## src/rtl/axi_lite_reg_slave_if.sv

```systemverilog
// axi_lite_if: AXI4-Lite channel bundle (AW/W/B/AR/R) with SLAVE and MASTER views.
interface axi_lite_if #(
   parameter int ADDR_WIDTH = 32,
   parameter int DATA_WIDTH = 32
);
   logic [ADDR_WIDTH-1:0]   awaddr;
   logic                    awvalid;
   logic                    awready;
   logic [DATA_WIDTH-1:0]   wdata;
   logic [DATA_WIDTH/8-1:0] wstrb;
   logic                    wvalid;
   logic                    wready;
   logic [1:0]              bresp;
   logic                    bvalid;
   logic                    bready;
   logic [ADDR_WIDTH-1:0]   araddr;
   logic                    arvalid;
   logic                    arready;
   logic [DATA_WIDTH-1:0]   rdata;
   logic [1:0]              rresp;
   logic                    rvalid;
   logic                    rready;
   modport SLAVE (
      input  awaddr, awvalid, wdata, wstrb, wvalid, bready, araddr, arvalid, rready,
      output awready, wready, bresp, bvalid, arready, rdata, rresp, rvalid
   );
   modport MASTER (
      output awaddr, awvalid, wdata, wstrb, wvalid, bready, araddr, arvalid, rready,
      input  awready, wready, bresp, bvalid, arready, rdata, rresp, rvalid
   );
endinterface

```

## src/rtl/axi_lite_reg_slave.sv

```systemverilog
// axi_lite_reg_slave: AXI4-Lite bank of NUM_REGS control registers with per-register write strobes.
// Define AXIL_REG_SLVERR_EN to answer out-of-range accesses with SLVERR instead of OKAY.
module axi_lite_reg_slave #(
   parameter int ADDR_WIDTH = 32,
   parameter int DATA_WIDTH = 32,
   parameter int NUM_REGS   = 8
) (
   input  logic                           clk,
   input  logic                           rst,
   axi_lite_if.SLAVE                      s_if,
   output logic [NUM_REGS*DATA_WIDTH-1:0] reg_q,
   output logic [NUM_REGS-1:0]            wr_pulse
);
   localparam int OB = $clog2(DATA_WIDTH / 8);
   localparam int IW = $clog2(NUM_REGS);
   localparam int NB = DATA_WIDTH / 8;
   localparam logic [1:0] OKAY = 2'b00;
   localparam logic [1:0] SLVERR = 2'b10;
`ifdef AXIL_REG_SLVERR_EN
   localparam logic SLVERR_EN = 1'b1;
`else
   localparam logic SLVERR_EN = 1'b0;
`endif

   typedef enum logic {R_IDLE, R_VALID} r_state_t;

   logic [NUM_REGS-1:0][DATA_WIDTH-1:0] regs_q, regs_d;
   logic                  aw_held_q, aw_held_d, w_held_q, w_held_d;
   logic [ADDR_WIDTH-1:0] awaddr_q, awaddr_d;
   logic [DATA_WIDTH-1:0] wdata_q, wdata_d;
   logic [NB-1:0]         wstrb_q, wstrb_d;
   logic                  bvalid_q, bvalid_d;
   logic [1:0]            bresp_q, bresp_d;
   logic [NUM_REGS-1:0]   wr_pulse_q, wr_pulse_d;
   r_state_t              r_state_q;
   logic [DATA_WIDTH-1:0] rdata_q;
   logic [1:0]            rresp_q;

   logic                  aw_hs, w_hs, commit, wr_oor, rd_oor;
   logic [ADDR_WIDTH-1:0] wr_addr, wr_word, rd_word;
   logic [DATA_WIDTH-1:0] wr_data;
   logic [NB-1:0]         wr_strb;
   logic [IW-1:0]         wr_idx, rd_idx;

   assign s_if.awready = !aw_held_q && !bvalid_q;
   assign s_if.wready  = !w_held_q && !bvalid_q;
   assign s_if.bvalid  = bvalid_q;
   assign s_if.bresp   = bresp_q;
   assign s_if.arready = r_state_q == R_IDLE;
   assign s_if.rvalid  = r_state_q == R_VALID;
   assign s_if.rdata   = rdata_q;
   assign s_if.rresp   = rresp_q;
   assign reg_q        = regs_q;
   assign wr_pulse     = wr_pulse_q;

   always_comb begin
      aw_hs   = s_if.awvalid && s_if.awready;
      w_hs    = s_if.wvalid && s_if.wready;
      commit  = (aw_held_q || aw_hs) && (w_held_q || w_hs);
      wr_addr = aw_held_q ? awaddr_q : s_if.awaddr;
      wr_data = w_held_q ? wdata_q : s_if.wdata;
      wr_strb = w_held_q ? wstrb_q : s_if.wstrb;
      wr_word = wr_addr >> OB;
      wr_idx  = wr_word[IW-1:0];
      wr_oor  = |(wr_word >> IW);
      rd_word = s_if.araddr >> OB;
      rd_idx  = rd_word[IW-1:0];
      rd_oor  = |(rd_word >> IW);
      aw_held_d  = commit ? 1'b0 : aw_held_q || aw_hs;
      w_held_d   = commit ? 1'b0 : w_held_q || w_hs;
      awaddr_d   = aw_hs ? s_if.awaddr : awaddr_q;
      wdata_d    = w_hs ? s_if.wdata : wdata_q;
      wstrb_d    = w_hs ? s_if.wstrb : wstrb_q;
      bvalid_d   = commit ? 1'b1 : bvalid_q && !s_if.bready;
      bresp_d    = commit ? ((wr_oor && SLVERR_EN) ? SLVERR : OKAY) : bresp_q;
      wr_pulse_d = (commit && !wr_oor) ? NUM_REGS'(1) << wr_idx : '0;
      regs_d     = regs_q;
      for (int k = 0; k < NB; k++)
         if (commit && !wr_oor && wr_strb[k]) regs_d[wr_idx][k*8 +: 8] = wr_data[k*8 +: 8];
   end

   always_ff @(posedge clk or posedge rst) begin
      if (rst) begin
         regs_q     <= '0;
         aw_held_q  <= 1'b0;
         w_held_q   <= 1'b0;
         awaddr_q   <= '0;
         wdata_q    <= '0;
         wstrb_q    <= '0;
         bvalid_q   <= 1'b0;
         bresp_q    <= OKAY;
         wr_pulse_q <= '0;
      end else begin
         regs_q     <= regs_d;
         aw_held_q  <= aw_held_d;
         w_held_q   <= w_held_d;
         awaddr_q   <= awaddr_d;
         wdata_q    <= wdata_d;
         wstrb_q    <= wstrb_d;
         bvalid_q   <= bvalid_d;
         bresp_q    <= bresp_d;
         wr_pulse_q <= wr_pulse_d;
      end
   end

   // Reads sample regs_q, so a same-edge write is seen only by the next read.
   always_ff @(posedge clk or posedge rst) begin
      if (rst) begin
         r_state_q <= R_IDLE;
         rdata_q   <= '0;
         rresp_q   <= OKAY;
      end else begin
         case (r_state_q)
            R_IDLE:
               if (s_if.arvalid) begin
                  rdata_q   <= rd_oor ? '0 : regs_q[rd_idx];
                  rresp_q   <= (rd_oor && SLVERR_EN) ? SLVERR : OKAY;
                  r_state_q <= R_VALID;
               end
            R_VALID:
               if (s_if.rready) r_state_q <= R_IDLE;
            default: r_state_q <= R_IDLE;
         endcase
      end
   end
endmodule
```

## src/flat_wrapper.sv

```systemverilog
// flat-port wrapper written by rule: the top's interface ports become plain ports
module axi_lite_reg_slave_flat 
#(
   parameter int ADDR_WIDTH = 32,
   parameter int DATA_WIDTH = 32,
   parameter int NUM_REGS   = 8
)
  (clk, rst, reg_q, wr_pulse, s_if_awaddr, s_if_awvalid, s_if_wdata, s_if_wstrb, s_if_wvalid, s_if_bready, s_if_araddr, s_if_arvalid, s_if_rready, s_if_awready, s_if_wready, s_if_bresp, s_if_bvalid, s_if_arready, s_if_rdata, s_if_rresp, s_if_rvalid);
  axi_lite_if #(.ADDR_WIDTH(ADDR_WIDTH), .DATA_WIDTH(DATA_WIDTH)) s_if_i ();
  input  logic clk;
  input  logic rst;
  output logic [NUM_REGS*DATA_WIDTH-1:0] reg_q;
  output logic [NUM_REGS-1:0] wr_pulse;
  input wire logic [$bits(s_if_i.awaddr)-1:0] s_if_awaddr;
  input wire logic [$bits(s_if_i.awvalid)-1:0] s_if_awvalid;
  input wire logic [$bits(s_if_i.wdata)-1:0] s_if_wdata;
  input wire logic [$bits(s_if_i.wstrb)-1:0] s_if_wstrb;
  input wire logic [$bits(s_if_i.wvalid)-1:0] s_if_wvalid;
  input wire logic [$bits(s_if_i.bready)-1:0] s_if_bready;
  input wire logic [$bits(s_if_i.araddr)-1:0] s_if_araddr;
  input wire logic [$bits(s_if_i.arvalid)-1:0] s_if_arvalid;
  input wire logic [$bits(s_if_i.rready)-1:0] s_if_rready;
  output wire logic [$bits(s_if_i.awready)-1:0] s_if_awready;
  output wire logic [$bits(s_if_i.wready)-1:0] s_if_wready;
  output wire logic [$bits(s_if_i.bresp)-1:0] s_if_bresp;
  output wire logic [$bits(s_if_i.bvalid)-1:0] s_if_bvalid;
  output wire logic [$bits(s_if_i.arready)-1:0] s_if_arready;
  output wire logic [$bits(s_if_i.rdata)-1:0] s_if_rdata;
  output wire logic [$bits(s_if_i.rresp)-1:0] s_if_rresp;
  output wire logic [$bits(s_if_i.rvalid)-1:0] s_if_rvalid;
  assign s_if_i.awaddr = s_if_awaddr;
  assign s_if_i.awvalid = s_if_awvalid;
  assign s_if_i.wdata = s_if_wdata;
  assign s_if_i.wstrb = s_if_wstrb;
  assign s_if_i.wvalid = s_if_wvalid;
  assign s_if_i.bready = s_if_bready;
  assign s_if_i.araddr = s_if_araddr;
  assign s_if_i.arvalid = s_if_arvalid;
  assign s_if_i.rready = s_if_rready;
  assign s_if_awready = s_if_i.awready;
  assign s_if_wready = s_if_i.wready;
  assign s_if_bresp = s_if_i.bresp;
  assign s_if_bvalid = s_if_i.bvalid;
  assign s_if_arready = s_if_i.arready;
  assign s_if_rdata = s_if_i.rdata;
  assign s_if_rresp = s_if_i.rresp;
  assign s_if_rvalid = s_if_i.rvalid;
  axi_lite_reg_slave #(.ADDR_WIDTH(ADDR_WIDTH), .DATA_WIDTH(DATA_WIDTH), .NUM_REGS(NUM_REGS)) u_core (.clk(clk), .rst(rst), .s_if(s_if_i), .reg_q(reg_q), .wr_pulse(wr_pulse));
endmodule
```

## config.mk

```make
export PLATFORM = sky130hd
export DESIGN_NAME = axi_lite_reg_slave_flat
export DESIGN_NICKNAME = d
export VERILOG_FILES = /design/src/rtl/axi_lite_reg_slave_if.sv /design/src/rtl/axi_lite_reg_slave.sv /design/src/flat_wrapper.sv
export SDC_FILE = /design/constraint.sdc
export NUM_CORES = 1
export LEC_CHECK = 0
export CORE_MARGIN = 2
export CORE_UTILIZATION = 50
export DETAILED_ROUTE_END_ITERATION = 6
export PLACE_DENSITY = 0.88
export RECOVER_POWER = 50
export SYNTH_ARGS = -nofsm -noshare
export SYNTH_HDL_FRONTEND = slang
export SYNTH_SLANG_ARGS = --single-unit
```

## constraint.sdc

```tcl
create_clock -name clk -period 18.1 [get_ports clk]
set_input_delay 5.43 -clock clk [delete_from_list [all_inputs] [get_ports clk]]
set_output_delay 5.43 -clock clk [all_outputs]
set_load 0.05 [all_outputs]
```

==> results.txt <==
Outcome - finished with violations
Failing checks - capacitance limit, slew limit
Largest net degree at the start of global routing - 126
Final HPWL DP - 33570 um
Cts repair resizes - 0
Worst-path clk slew - 60 ps
Reg2reg setup slack - 14440 ps
Drt first pass iters - 5
Hold_ws - 470.1 ps
DIE WIDTH - 186.3 um
Share of cells above drive strength 1 - 35.62%
Gr usage total - 28.53%
DRT iter0 DRCs - 492
TritonCTS clock tree - done
Total power - 2.181 mW
First-pass GRT wire length - 73540 um
Crit Path Category - primary input to asynchronous set/reset pin
GPL Wtd Cong - 0.8376
Final Slew Violations - 289
Final setup fails - 0
Mapped Area - 16610 sq um
Post-synth top area share - 55.14%
Max-cap violation count - 5
CTS H-Tree Depth - 2
Synth area leader - dfrtp_1
Residual DRC - 0
Clock sinks - 366
FF+latch count, synth - 366
Hold Path End - u_core.s_if.rdata[4]$_DFFE_PP0P_
Antenna violations before repair - 5
Crit path max fanout - 125
Initial Util - 50.92%
Worst R2R Start - u_core.aw_held_q$_DFF_PP0_
Vias per inst - 5.850
RSZ-0062 raised after global routing - no
Fmax - 88.22 MHz
Hold_buf cts - 0
# nets final - 1565
Leading cell types in the layout, fill and taps excluded - dfrtp_1, mux2_2, dlygate4sd3_1
CP Data Required Time - 18090 ps
Hold path depth - 2
Worst Hold Class - flop to flop
Startpoint types - primary input
Hold_sp - u_core.s_if.rdata[4]$_DFFE_PP0P_
# rows - 66
Fin crit share - 62.62%
Yosys warnings - 0
Fillers - 2175
WL/cell - 25.54 um
Cell variety after synth - 32
Slew @ Worst Pin - 5401 ps
Vias in the first global route - 11900
Synthesized area per cell - 15.80 sq um
Total wire length - 49380 um
Synthesized instance count - 1051
Setup bufs post-CTS - 0
R2R depth - 6
Post-route ant nets - 0
Power Dens Cells - 97.12 nW/um^2
DIE HEIGHT - 186.3 um
Peak supply drop - 0.00007798 V
RR Endpoint - u_core.reg_q[226]$_DFFE_PP0P_
Crit end category - asynchronous set/reset pin
DR vias - 11310
Leakage - 11.16 nW
Setup_tns - 0 ps
I/O pin cnt - 412
Post-route clock skew - 17.20 ps
Maximum clock path buffer count - 3
PortBufs - 403
Grt total ovfl - 0
Crit path time final - 11330 ps
CTS buffer count - 39
Final hold violations - 0
Skew-Pair Late Insertion Delay - 520 ps
Area grow syn2layout - 35.23%
Sequential fraction of the synthesis area - 55.14%
Die area - 34690 sq um
Critical path arrival - 11320 ps
Root Driver - clkbuf_16
Max_slew headroom - -262.0%
Top post-synthesis cells by area - dfrtp_1, mux2_2, mux4_2
Area of the core - 32620 sq um
Commonest non-fill, non-tap cell in the layout - dfrtp_1
-- power breakdown --
part	internal, mW	leakage, nW	switching (mW)
clock	0.508	0.654	0.320
sequential	0.898	4.96	0.0499
combinational	0.168	5.55	0.237
total	1.57	11.2	0.607
-- cells by family after synthesis --
kind of cell | synth area share (%)
and+or+nand+nor | 6.584
muxes | 34.91
buffers and inverters | 1.695
AOI/OAI and AO/OA | 1.650
other | 0.02258
DFF | 55.14
-- state kept, by name, indices dropped and copies added, names as in the netlist --
signal / flops
u_core.awaddr_q: 30
u_core.wdata_q: 32
u_core.reg_q: 256
u_core.wstrb_q: 4
u_core.s_if.rdata: 32
u_core.s_if.bvalid: 1
u_core.wr_pulse: 8
u_core.aw_held_q: 1
u_core.s_if.rvalid: 1
u_core.w_held_q: 1
-- through the flow --
stage / setup WS [ps] / util [%] / cell area, sq um / cells
after global routing: 5538 / 68.85 / 22460 / 1932
after floorplan: 2510 / - / 16620 / 1054
after global placement: 9124 / 64.76 / 21120 / 1859
after detailed placement: 9046 / 64.76 / 21120 / 1859
after CTS: 9595 / 68.88 / 22470 / 1927
final: 6765 / 68.86 / 22460 / 1933
-- worst max-delay path: stages --
cell,delay (ps)
dlygate4sd3_1,550
clkinvlp_2,2970
clkbuf_1,2190
-- routing by layer --
| metal | track usage (%) | vias up | wire length, um |
|---|---|---|---|
| met2 | 48.76 | 463 | 24870 |
| met5 | 0 | - | 0 |
| li1 | - | 4794 | - |
| met1 | 34.61 | 5954 | 18820 |
| met3 | 7.068 | 97 | 3803 |
| met4 | 12.22 | 0 | 1884 |
-- final cells by class --
class                           instances  area [sq um]  share of cell area, %
Sequential cell                       366          9160                  40.78
Multi-Input combinational cell        630          7264                  32.34
Timing Repair Buffer                  415          4103                  18.27
Clock buffer                           59          1184                  5.270
Tap cell                              442         553.0                  2.462
Clock inverter                          9         158.9                 0.7074
Inverter                                6         23.77                 0.1058
Antenna cell                            6         15.01                0.06685
-- synth_stat cells --
library cell    n
nor2b_1         8
a21o_1          1
mux2i_1        37
nor4_1         13
nand3_1         2
o21a_1          1
nor4b_1         2
nor2_1         15
nor3_1          6
a2111oi_4       1
buf_6           1
conb_1          1
buf_1          12
mux2_2        354
o21ai_0        35
clkbuf_1       24
o22ai_1         1
o32ai_1         4
buf_8           2
nand4_2         4
nand2b_1        1
nand2_1        40
buf_2           6
and2_1          2
dfrtp_1       366
or4_1           2
nand4_1         3
inv_1           6
nand4_4        28
a22oi_1         2
buf_4           7
mux4_2         64
-- worst max-delay path by stage --
stage / startpoint / end / slack [ps] / depth (start not counted)
floorplan: rst / u_core.aw_held_q$_DFF_PP0_ / 2510 / 1
global placement: rst / u_core.wdata_q[11]$_DFFE_PP0P_ / 9120 / 5
detailed placement: rst / u_core.wdata_q[11]$_DFFE_PP0P_ / 9050 / 5
CTS: rst / u_core.reg_q[202]$_DFFE_PP0P_ / 9590 / 5
global route: rst / u_core.reg_q[167]$_DFFE_PP0P_ / 5540 / 3
finish: rst / u_core.reg_q[167]$_DFFE_PP0P_ / 6770 / 3
(Power assumes the default switching activity.)
